**src/rtl/tdm_mux_4to1_pkg.sv**
```systemverilog
// Shared constants and types for the 4:1 time-division multiplexer.
package tdm_mux_4to1_pkg;

  localparam int NLANES = 4;
  localparam int SELW   = 2;

  typedef logic [SELW-1:0] lane_idx_t;

  // Converts a one-hot grant vector into the lane index; returns 0 when no bit is set.
  function automatic lane_idx_t grant_to_idx(input logic [NLANES-1:0] g);
    grant_to_idx = '0;
    for (int i = 0; i < NLANES; i++) begin
      if (g[i]) grant_to_idx = lane_idx_t'(i);
    end
  endfunction

endpackage

```
**src/rtl/rr_arbiter4.sv**
```systemverilog
// Four-way round-robin arbiter: searches ptr, ptr+1, ... (mod 4) for the first request.
module rr_arbiter4
  import tdm_mux_4to1_pkg::*;
(
  input  logic [NLANES-1:0] request,
  input  lane_idx_t         ptr,
  input  logic              enable,
  output logic [NLANES-1:0] grant
);

  lane_idx_t idx;
  logic      found;

  always_comb begin
    grant = '0;
    found = 1'b0;
    idx   = '0;
    for (int k = 0; k < NLANES; k++) begin
      // 2-bit addition wraps lane 3 back to lane 0.
      idx = ptr + lane_idx_t'(k);
      if (enable && !found && request[idx]) begin
        grant[idx] = 1'b1;
        found      = 1'b1;
      end
    end
  end

endmodule

```
**src/rtl/tdm_mux_4to1.sv**
```systemverilog
// Transmit-side 4:1 TDM multiplexer: round-robin grants lanes into one output register
// that carries the data plus its 2-bit source lane index.
module tdm_mux_4to1
  import tdm_mux_4to1_pkg::*;
#(
  parameter int W = 1
) (
  input  logic         clk,
  input  logic         rst_n,
  input  logic [W-1:0] D0,
  input  logic [W-1:0] D1,
  input  logic [W-1:0] D2,
  input  logic [W-1:0] D3,
  input  logic         V0,
  input  logic         V1,
  input  logic         V2,
  input  logic         V3,
  output logic         R0,
  output logic         R1,
  output logic         R2,
  output logic         R3,
  output logic [W-1:0] D,
  output logic         S1,
  output logic         S0,
  output logic         VALID,
  input  logic         READY
);

  // Handshake: a transfer happens on a rising edge where valid and ready are both 1;
  // lanes use V<i>/R<i>, the output uses VALID/READY. The output register may load a new
  // item whenever it is empty or being drained in the same cycle (load), which gives
  // one item per cycle with no bubble.

  logic [W-1:0]      d_q;
  lane_idx_t         sel_q;
  logic              valid_q;
  lane_idx_t         ptr_q;

  logic              load;
  logic [NLANES-1:0] request;
  logic [NLANES-1:0] grant;
  lane_idx_t         gidx;
  logic [W-1:0]      lane_d;

  // Gating with rst_n keeps all lane readies low while reset is held.
  assign load    = (!valid_q || READY) && rst_n;
  assign request = {V3, V2, V1, V0};

  rr_arbiter4 u_arb (
    .request (request),
    .ptr     (ptr_q),
    .enable  (load),
    .grant   (grant)
  );

  assign gidx = grant_to_idx(grant);

  always_comb begin
    lane_d = D0;
    case (gidx)
      2'd0:    lane_d = D0;
      2'd1:    lane_d = D1;
      2'd2:    lane_d = D2;
      2'd3:    lane_d = D3;
      default: lane_d = D0;
    endcase
  end

  always_ff @(posedge clk or negedge rst_n) begin
    if (!rst_n) begin
      d_q     <= '0;
      sel_q   <= '0;
      valid_q <= 1'b0;
      ptr_q   <= '0;
    end else if (load) begin
      if (|grant) begin
        d_q     <= lane_d;
        sel_q   <= gidx;
        valid_q <= 1'b1;
        ptr_q   <= gidx + lane_idx_t'(1);
      end else begin
        valid_q <= 1'b0;
      end
    end
  end

  assign {R3, R2, R1, R0} = grant;
  assign D     = d_q;
  assign S1    = sel_q[1];
  assign S0    = sel_q[0];
  assign VALID = valid_q;

endmodule
```
**config.mk**
```make
export PLATFORM = sky130hd
export DESIGN_NAME = tdm_mux_4to1
export DESIGN_NICKNAME = d
export VERILOG_FILES = /design/src/rtl/tdm_mux_4to1_pkg.sv /design/src/rtl/rr_arbiter4.sv /design/src/rtl/tdm_mux_4to1.sv
export SDC_FILE = /design/constraint.sdc
export NUM_CORES = 1
export LEC_CHECK = 0
export ABC_CLOCK_PERIOD_IN_PS = 5200
export CAP_MARGIN = 20
export CORE_MARGIN = 2
export CORE_UTILIZATION = 54
export DETAILED_ROUTE_END_ITERATION = 12
export PLACE_DENSITY = 0.83
export SLEW_MARGIN = 30
export SYNTH_ARGS = -nofsm -noshare
export SYNTH_HDL_FRONTEND = slang
export SYNTH_SLANG_ARGS = --single-unit
```
**constraint.sdc**
```tcl
create_clock -name clk -period 5.2 [get_ports clk]
set_input_delay 0.78 -clock clk [delete_from_list [all_inputs] [get_ports clk]]
set_output_delay 0.78 -clock clk [all_outputs]
set_load 0.02 [all_outputs]
```
### After elaboration in Yosys (flattened, before gate mapping)

Cells that the tools add are included.

* register bits after elaboration: 6
* input bits: 11
* output and inout bits: 8
* word-level logic and storage cells: 70

* add/sub/neg operators: 4
* magnitude comparators: 8
* equal/unequal tests: 3
* muxes and demuxes: 28
* bitwise logic cells: 3
* reductions and logical operators: 20

Operators by type and width (count)
* $mux 4: 4
* $mux 1: 13
* $logic_and 1x1->1: 12
* $lt 2x3->1 const B: 4
* $or 4x4->4: 3
* $bmux 1 s2: 4
* $demux 1 s2: 4
* $ge 2x1->1 const B: 4
* $add 2x1->2 const B: 2
* $add 2x2->2 const B: 2
* $eq 2x2->1 const B: 2
* $logic_not 1->1: 4
* $mux 2: 2
* $pmux 1 s4: 1
* $reduce_or 4->1: 1
* $eq 2x1->1 const B: 1
* $logic_not 2->1: 1
* $reduce_and 2->1: 1
* $logic_or 1x1->1: 1

### Depth between registers and ports, before layout

Gate-level depths: netlist of run 1.

* depth in word-level cells: 22
* gate-level depth with buffers: 14
* mapped depth without buffers: 12

### Modules after synthesis

A second synthesis of run 1 with hierarchy kept.

* cell total of the unflattened synthesis: 74
* area total of the unflattened synthesis: 709.4 µm²

By module, submodules not included
* rr_arbiter4: times used 1, cells an instance 43, area each 366.6 µm², sequential area each 0.0 µm²
* tdm_mux_4to1: times used 1, cells an instance 31, area each 342.8 µm², sequential area each 150.1 µm²

### Worst setup path before layout of run 1

Ideal clock, no wire load.

* path kind: reg-to-reg
* start: register ptr_q[0]
* end: register d_q, in the netlist D
* setup time: 125 ps
* arrival time: 3481 ps
* required time: 5075 ps
* slack: 1594 ps
* stages on the path, launching flop included: 14
* path buffers: 2
* period minus slack after synthesis: 3606 ps
* cells stage by stage: dfrtp_1 clkbuf_8 inv_1 ha_1 mux4_2 buf_6 a221o_1 a21oi_1 inv_1 a21o_1 ha_1 a222oi_1 mux2i_1 mux2_4

* elaborated cells on any way between the ends: 61
* classes of those cells: add/sub (3); order compare (8); eq/ne (3); mux (27); bitwise (3); reduce/logical (17)

RTL lines
* start: declaration: line tdm_mux_4to1.sv:37 `lane_idx_t ptr_q;`
* start signal: assignment: line tdm_mux_4to1.sv:80 `ptr_q <= gidx + lane_idx_t'(1);`
* parallel branches: the longest is 15 deep, another holds $lt 2x3->1
* $mux 4 (*): line rr_arbiter4.sv:21 `if (enable && !found && request[idx]) begin`
* named net R2: line tdm_mux_4to1.sv:20 `output logic R2,`
* $mux 2 (*) (2 in series): line tdm_mux_4to1_pkg.sv:13 `if (g[i]) grant_to_idx = lane_idx_t'(i);`
* named net gidx[0]: line tdm_mux_4to1.sv:42 `lane_idx_t gidx;`
* $eq 2x2->1, or another cell as far along: line tdm_mux_4to1.sv:60 `case (gidx)`
* $pmux 1 s4 (*): line tdm_mux_4to1.sv:60
* end signal: assignment: line tdm_mux_4to1.sv:77 `d_q <= lane_d;`
* end: declaration: line tdm_mux_4to1.sv:34 `logic [W-1:0] d_q;`

Mark *: on every way through the listed nets, which the timed path passes. The select of a mux whose other input is x is not followed.
A chain may end at the register's enable or synchronous reset.

### Worst setup path after layout of run 1

* start: register ptr_q[0]
* end: output R3

* word-level cells in the longest chain between the ends: 16
* elaborated cells on any way between the ends: 51
* classes of those cells: add/sub (3); order compare (8); mux (23); bitwise (3); reduce/logical (14)

Ends and longest elaborated chain
* parallel branches: the longest is 15 deep, another holds $lt 2x3->1
* $mux 4 (*): line rr_arbiter4.sv:21
* end: declaration: line tdm_mux_4to1.sv:21 `output logic R3,`

Mark *: on every way between the ends. The select of a mux whose other input is x is not followed.

==> results.sh, run 1 <==
export IMPL_rows=14
export IMPL_crit_slowest_cell="dfrtp_1"
export IMPL_fmax_ghz=0.237
export IMPL_ir_drop_mv=0.328
export IMPL_ys_warn_count=0
export IMPL_place_hpwl_um=1650
export IMPL_initial_core_util_pct=58.3
export IMPL_layout_drive_gt1_share_pct=16.2
export IMPL_relSlewSlack_pct=62.8
export IMPL_critPathBufInv=2
export IMPL_synth_fa_ha_area_share_pct=15.5
export IMPL_synth_top_area_share_pct=16.9
export IMPL_synth_top_family_by_area="compound AO/OA/AOI/OAI gates"
export IMPL_antenna_found_initial=0
export IMPL_insertion_delay_ns=0.25
export IMPL_critical_path_class="flip-flop to output pin"
export IMPL_cts_sinks=6
export IMPL_fin_skew_ns=0.00256
export IMPL_die_w_um=44.6
export IMPL_place_congestion=0.837
export IMPL_tightestPinTransition_ns=0.558
export IMPL_cts_tree="built"
export IMPL_wirelength_um=2060
export IMPL_io_pins=19
export IMPL_finalHoldViolCount=0
export IMPL_yosys_area_share_simple_pct=11.3
export IMPL_finalSetupViolCount=0
export IMPL_dieArea_sq_mm=0.00199
export IMPL_rsz0062_at_grt="false"
export IMPL_setup_slack_ns=0.976
export IMPL_syn_inst=93
export IMPL_cts_hold_buf=0
export IMPL_clkTransAtPathRegs_ns=0.05
export IMPL_grt_pass1_vias=765
export IMPL_ys_ff_latch=6
export IMPL_yosys_area_top_type="dfrtp_1"
export IMPL_cp_max_fo=16
export IMPL_maxCapViolations=0
export IMPL_first_pass_iters=4
export IMPL_wl_per_cell_um=16.2
export IMPL_avgSynthCellArea_sq_um=9.55
export IMPL_cp_end_kind="output pin"
export IMPL_syn_to_final_growth_pct=20.7
export IMPL_period_share_pct=81.2
export IMPL_status="completed"
export IMPL_nNetsFinal=135
export IMPL_synth_xor_xnor_area_share_pct=0
export IMPL_cts_buffers=3
export IMPL_cts_setup_buffers=0
export IMPL_die_h_um=44.6
export IMPL_initialDrtViolationCount=33
export IMPL_grt_max_degree=17
export IMPL_dr_total_vias=790
export IMPL_via_per_inst=6.22
export IMPL_core_area_sq_mm=0.00152
export IMPL_path_cells="inv_1, ha_1, mux4_2, nor3b_1, a211oi_1, a211o_1, a21oi_1, clkdlybuf4s50_1"
export IMPL_drv_slew=0
export IMPL_synth_compound_area_share_pct=27.0
export IMPL_drc=0
export IMPL_crit_required_ns=4.42
export IMPL_min_path_type="flip-flop to flip-flop"
export IMPL_ys_types=35
export IMPL_io_buffers=18
export IMPL_fill_cells=119
export IMPL_p_leak_nw=0.469
export IMPL_grt_use_total_pct=24.6
export IMPL_syn_nets=115
export IMPL_cts_root_buf="clkbuf_4"
export IMPL_synth_area_leaders="dfrtp_1, ha_1, mux4_2"
export IMPL_grt_first_pass_wirelength_um=3430
export IMPL_cp_top_family="buffers and inverters"
export IMPL_dp_slack_ns=1.01
export IMPL_muxShareOfSynthArea_pct=19.9
export IMPL_ys_seq_area_share_pct=16.9
export IMPL_n_antenna_cell=0
export IMPL_cpPeakStageDelay_ns=0.69
export IMPL_worst_ep_arrival_time_ns=3.44
export IMPL_drtAntennaViolNets=0
export IMPL_clockBufferDepth=2
export IMPL_cts_repair_resized=0
export IMPL_grt_ovfl_total=0
export IMPL_netlist_area_sq_um=888
export IMPL_tns_ns=0
export IMPL_start_kind="flip-flop"
export IMPL_htree_levels=1
export IMPL_power_density_mw_per_mm2=680
export IMPL_finalWorstPathRequiredPeriod_ns=4.22
-- through the flow --
step / instance area (sq um) / total power [mW] / std cells / hold slack [ns] / util (%)
CTS: 1070 / 0.730 / 127 / 0.504 / 70.4
floorplan: 888 / 0.559 / 93 / 0.484 / -
finish: 1070 / 0.730 / 127 / 0.499 / 70.4
global placement: 1050 / 0.662 / 124 / 0.471 / 68.9
detailed placement: 1050 / 0.679 / 124 / 0.495 / 68.9
global route: 1070 / 0.792 / 127 / 0.517 / 70.4
-- metal layers --
| metal | track usage (%) | part of all wire [%] | vias up |
|---|---|---|---|
| met2 | 36.8 | 49 | 31 |
| met5 | 0 | 0 | - |
| met3 | 9.80 | 7.1 | 7 |
| met1 | 31.1 | 42 | 372 |
| met4 | 10.3 | 1.6 | 0 |
| li1 | - | - | 380 |
-- cells in the final DEF (no fill, tap or decap) --
master and instances:
a211o_1 1, a211oi_1 1, a211oi_2 1, a21o_1 2, a21o_2 1, a21oi_1 8
a221o_1 1, a221oi_2 2, a222oi_1 1, a31o_1 2, clkbuf_4 3, clkdlybuf4s50_1 18
dfrtp_1 6, ha_1 11, inv_1 11, inv_2 1, mux2_2 1, mux2_4 1
mux2i_1 6, mux4_2 4, nand2_1 6, nand2b_1 2, nand3_1 2, nand3b_1 1
nor2_1 4, nor3_4 1, nor3b_1 1, o21a_1 1, o21a_2 1, o21a_4 1
o21ai_0 4, o21ai_2 1, o21bai_1 1, o22ai_1 2, or3b_1 1
-- area by class of cell --
type	count	area [sq um]	share of cell area, %
multi-input combinational	72	654	61.0
clock buffer	3	22.5	2.10
inverter	12	45.0	4.20
sequential	6	150	14.0
timing repair buffer	18	180	16.8
tap	16	20.0	1.87
-- report_power, final --
part           switching [mW]  leakage (nW)  internal, mW
Combinational           0.300         0.383         0.271
Clock                  0.0194        0.0138        0.0263
Sequential             0.0405        0.0719        0.0720
Total                   0.360         0.469         0.370
-- synth_stat cells (all sizes together) --
cell,n
o21ai,5
a21oi,8
or3b,1
mux2i,6
nor3,1
buf,1
dfrtp,6
o22ai,2
nor2,4
a222oi,1
nand2,6
nand3,2
o21a,3
clkbuf,2
ha,11
mux2,2
a211oi,2
nand3b,1
nand2b,2
a211o,1
nor3b,1
inv,12
a21o,3
a31o,2
a221o,1
a221oi,2
mux4,4
o21bai,1
-- cell families (layout without fill, tap and decap cells) --
| kind of cell | Yosys count | in the layout |
|---|---|---|
| flops | 6 | 6 |
| mux | 12 | 12 |
| buf+inv | 15 | 33 |
| fa+ha+maj | 11 | 11 |
| compound gates | 31 | 31 |
| simple gates | 18 | 18 |
-- state kept, by name, summed over array words and instances (netlist names) --
signal  flops
ptr_q       2
sel_q       2
D           1
VALID       1
-- worst paths after layout --
path,start,cells past startpoint,to,slack (ns)
max,ptr_q[0]$_DFFE_PN0P_,8,R3,0.98
min,sel_q[1]$_DFFE_PN0P_,1,sel_q[1]$_DFFE_PN0P_,0.50
max reg2reg,ptr_q[0]$_DFFE_PN0P_,11,D$_DFFE_PN0P_,1.45
min reg2reg,sel_q[1]$_DFFE_PN0P_,1,sel_q[1]$_DFFE_PN0P_,0.50
max in group asynchronous,rst_n,1,ptr_q[1]$_DFFE_PN0P_,4.15
min in group asynchronous,rst_n,1,D$_DFFE_PN0P_,0.80
(Power assumes the default switching activity.)
==> run 2: changes to the inputs <==
- ABC_CLOCK_PERIOD_IN_PS: 5200 -> 3450
- CORE_UTILIZATION: 54 -> 45
- PLACE_DENSITY: 0.83 -> 0.74
- clock period: 5.2 -> 3.45 ns (I/O delays scaled with it)
==> results.sh, run 2 (same netlist as run 1, synthesis figures left out) <==
export IMPL_status="completed"
export IMPL_wl_per_cell_um=13.6
export IMPL_io_buffers=18
export IMPL_switching_share_pct=46.8
export IMPL_io_pins=19
export IMPL_layout_drive_gt1_share_pct=25.8
export IMPL_dr_total_vias=820
export IMPL_cts_tree="built"
export IMPL_tightestPinTransition_ns=0.475
export IMPL_pwr_share_comb_pct=83.8
export IMPL_power_internal_uw=635
export IMPL_start_kind="primary input"
export IMPL_relSlewSlack_pct=68.0
export IMPL_cts_hold_buf=0
export IMPL_cpPeakStageDelay_ns=0.57
export IMPL_grt_use_total_pct=18.8
export IMPL_critical_path_class="primary input to flip-flop"
export IMPL_final_common_cell="clkdlybuf4s50_1"
export IMPL_syn_to_final_growth_pct=34.8
export IMPL_grt_ovfl_total=0
export IMPL_fin_skew_ns=0.00627
export IMPL_grt_max_degree=16
export IMPL_drc=0
export IMPL_wirelength_um=2050
export IMPL_pwr_share_seq_pct=10.7
export IMPL_p_sw_uw=559
export IMPL_nNetsFinal=148
export IMPL_drtAntennaViolNets=0
export IMPL_rsz0062_at_grt="false"
export IMPL_path_cells="clkdlybuf4s50_1, mux4_2, nand3b_1, a221o_1, a21oi_4, inv_1, a21o_1, ha_1, a222oi_1, mux2i_1, mux2_4"
export IMPL_initial_core_util_pct=46.7
export IMPL_insertion_delay_ns=0.25
export IMPL_crit_slowest_cell="mux4_2"
export IMPL_antenna_found_initial=0
export IMPL_worst_ep_arrival_time_ns=3.43
export IMPL_period_share_pct=95.6
export IMPL_cp_end_kind="flip-flop"
export IMPL_critPathBufInv=2
export IMPL_cp_max_fo=6
export IMPL_maxCapViolations=0
export IMPL_grt_first_pass_wirelength_um=3470
export IMPL_place_hpwl_um=1650
export IMPL_multi_input_comb_area_sq_um=666
export IMPL_power_frac_clock_pct=5.5
export IMPL_finalPower_mw=1.19
export IMPL_first_pass_iters=4
export IMPL_finalWorstPathRequiredPeriod_ns=3.30
export IMPL_post_route_util_pct=63.0
export IMPL_cp_top_family="compound AO/OA/AOI/OAI gates"
export IMPL_clkTransAtPathRegs_ns=0.05
export IMPL_core_area_sq_mm=0.00190
export IMPL_layout_common_cells="clkdlybuf4s50_1, buf_4, inv_1, ha_1, a21oi_1"
export IMPL_crit_required_ns=3.58
export IMPL_clockBufferDepth=2
export IMPL_die_w_um=48.4
export IMPL_drv_slew=0
export IMPL_fmax_ghz=0.303
export IMPL_min_path_type="flip-flop to flip-flop"
export IMPL_htree_levels=1
export IMPL_rows=16
export IMPL_final_cells=151
export IMPL_finalSetupViolCount=0
export IMPL_n_antenna_cell=0
export IMPL_fill_cells=170
export IMPL_finalHoldViolCount=0
export IMPL_grt_pass1_vias=828
export IMPL_cts_sinks=6
export IMPL_p_leak_nw=0.575
export IMPL_initialDrtViolationCount=22
export IMPL_via_per_inst=5.43
export IMPL_reg_top3="ptr_q x2, sel_q x2"
export IMPL_cts_root_buf="clkbuf_4"
export IMPL_cts_buffers=3
export IMPL_ir_drop_mv=0.556
export IMPL_post_place_cells=147
export IMPL_place_congestion=0.803
export IMPL_die_h_um=48.4
export IMPL_dieArea_sq_mm=0.00235
export IMPL_regArea_sq_um=150
export IMPL_power_density_mw_per_mm2=997
-- run 2: cell types whose count changed in the layout (fill, tap and decap cells not counted), sizes merged --
cell           change
buf               +13
clkdlybuf4s50      -4
dlymetal6s2s       +2
dlygate4sd2        +2
-- run 2: path summary, 6_finish.rpt --
kind / startpoint / cells after the start / slack [ns] / end
hold / removal: sel_q[1]$_DFFE_PN0P_ / 1 / 0.49 / sel_q[1]$_DFFE_PN0P_
hold reg to reg: sel_q[1]$_DFFE_PN0P_ / 1 / 0.49 / sel_q[1]$_DFFE_PN0P_
setup / recovery: V1 / 11 / 0.15 / D$_DFFE_PN0P_
max in group asynchronous: rst_n / 1 / 2.70 / ptr_q[1]$_DFFE_PN0P_
min in group asynchronous: rst_n / 1 / 0.52 / sel_q[0]$_DFFE_PN0P_
setup reg to reg: ptr_q[0]$_DFFE_PN0P_ / 13 / 0.31 / D$_DFFE_PN0P_
-- run 2: layout make-up --
class	count	area share (%)
clock buffer	3	1.88
inverter	12	3.76
multi-input combinational	72	55.6
sequential	6	12.5
tap	27	2.82
timing repair buffer	31	23.4
-- run 2: power groups by stage --
stage          Clock, mW  Combinational [mW]  Sequential (mW)
5_1_grt           0.0740                1.09            0.133
3_5_place_dp           0               0.989            0.128
6_report          0.0658                1.00            0.127
4_1_cts           0.0692               0.991            0.128
2_1_floorplan          0               0.678            0.176
3_3_place_gp           0               0.973            0.127
-- run 2: per-layer routing --
layer  global-route usage, %  part of all wire (%)  vias to the layer above
li1                        -                     -                      401
met1                    24.8                    47                      401
met2                    31.7                    49                       15
met3                    2.47                   2.7                        3
met4                    7.14                   1.5                        0
met5                       0                     0                        -
-- run 2: stage by stage --
step           hold WS [ns]  setup WS (ns)  TNS, ns  instance area (sq um)
3_3_place_gp          0.480        -0.0357  -0.0443                   1160
3_5_place_dp          0.483        -0.0777   -0.158                   1160
2_1_floorplan         0.222       0.000857        0                    900
4_1_cts               0.499         0.0352        0                   1180
5_1_grt               0.527         0.0106        0                   1200
6_report              0.495          0.151        0                   1200
-- run 2: worst register-to-register path, cell delays in order (launching register included) --
cell and delay (ns):
dfrtp_1 0.33, inv_1 0.08, ha_1 0.40, mux4_2 0.35
nor3b_1 0.16, a211oi_1 0.22, a211o_1 0.14, a21oi_1 0.09
buf_4 0.17, a21o_1 0.17, ha_1 0.18, a222oi_1 0.31
mux2i_1 0.14, mux2_4 0.29
-- run 2: repair_timing --
item	CTS	global route
setup endpoints to repair	2	2
gates resized for setup	2	2
buffers inserted	0	1
pin swaps	0	0
==> patch: new RTL, config.mk and constraints of run 1 <==
Reset style: synchronous (`rst_n`), changed in one clocked block.
--- a/src/rtl/tdm_mux_4to1.sv
+++ b/src/rtl/tdm_mux_4to1.sv
@@ -66,7 +66,7 @@
     endcase
   end
 
-  always_ff @(posedge clk or negedge rst_n) begin
+  always_ff @(posedge clk) begin
     if (!rst_n) begin
       d_q     <= '0;
       sel_q   <= '0;
Check against the original RTL: differs if rst_n is asserted again (counterexample within 4 cycles, from zero or initial values and one cycle with rst_n low); with rst_n held inactive, the same outputs for 10 cycles.
==> patch against run 1 <==
First-iteration DRC count shrank 55%; area after synthesis down 19%; setup slack better by 230 ps; cell area down 12%; routed wire length shrank 23%; sequential share of layout area is 1.3 points lower; global-route usage fell by 3.4 points; sequential cell count did not move; critical endpoint unchanged.
Power is not compared: it rests on default switching activity, and its combinational part moved more than twofold at a synthesized area within 25%.
==> patch: results (changes against run 1) <==
- Total Nets Final: 115 (-15%)
- Pin count of the biggest net entering global routing: 11 (-6)
- Compound-Gate Fraction of Synth Area: 25.8% (-1.2 points)
- FFs w/ async S/R, synth: 0% (-100 points)
- Total Routing Usage GR: 21.1% (-3.4 points)
- Worst R2R End: D$_SDFFE_PN0P_
- Final Skew: 11.1 ps (+8.56 ps)
- Hold path cells: 2 (+1)
- Reg area: 120 um2 (-20%)
- #MultiIn Comb: 57 (-21%)
- Fillers: 97 (-18%)
- Share of layout cells above drive strength 1: 20.9% (+4.7 points)
- Iter 0 DRT Violations: 15 (-55%)
- Vias per inst: 5.81 (-6.6%)
- Synth top cells by count: 11 x ha_1, 6 x a22oi_1, 6 x dfxtp_1, 6 x inv_1
- FF-to-FF setup slack: 1810 ps (+360 ps)
- Synth unique cells: 29 (-17%)
- Hold_sp: D$_SDFFE_PN0P_
- Worst R2R Start: ptr_q[0]$_SDFFE_PN0P_
- Hold Path Sink: D$_SDFFE_PN0P_
- Worst slew margin: 71.1% (+8.4 points)
- Syn nets: 92 (-20%)
- Largest cells by area after synthesis: ha_1 19%, dfxtp_1 17%, mux4_2 9.4%
- Multiplexer share of the synthesized area: 14.9% (-5.0 points)
- Final clock-cell share: 2.39% (+0.29 points)
- Status: finished, final reports clean
- Drt total wl: 1590 um (-23%)
- Worst path arrival time: 3210 ps (-230 ps)
- Main synth FF type: dfxtp_1
[patch: changes by cell type in the layout (fill, tap and decap cells not counted), sizes merged, moves of 5 or more]
cell / before / now
dfrtp: 6 / 0
dfxtp: 0 / 6
inv: 12 / 7
a22oi: 0 / 8
a21oi: 8 / 2
[patch: stage by stage]
stage | cell area, um2 | hold WS, ps | worst slack [ps] | std cells | power [mW]
2_1_floorplan | 722 | 528 | 2150 | 70 | 0.278
3_3_place_gp | 921 | 448 | 1260 | 103 | 0.356
3_5_place_dp | 921 | 461 | 1240 | 103 | 0.364
4_1_cts | 943 | 467 | 1230 | 106 | 0.412
5_1_grt | 943 | 481 | 1130 | 106 | 0.436
6_report | 943 | 467 | 1210 | 106 | 0.410
[patch: routing by layer]
layer,track usage (%),part of all wire (%),up-vias
met3,6.67,2.1,0
met4,5.00,0,0
met1,26.2,48,294
met2,34.9,49,9
met5,0,0,-
li1,-,-,313
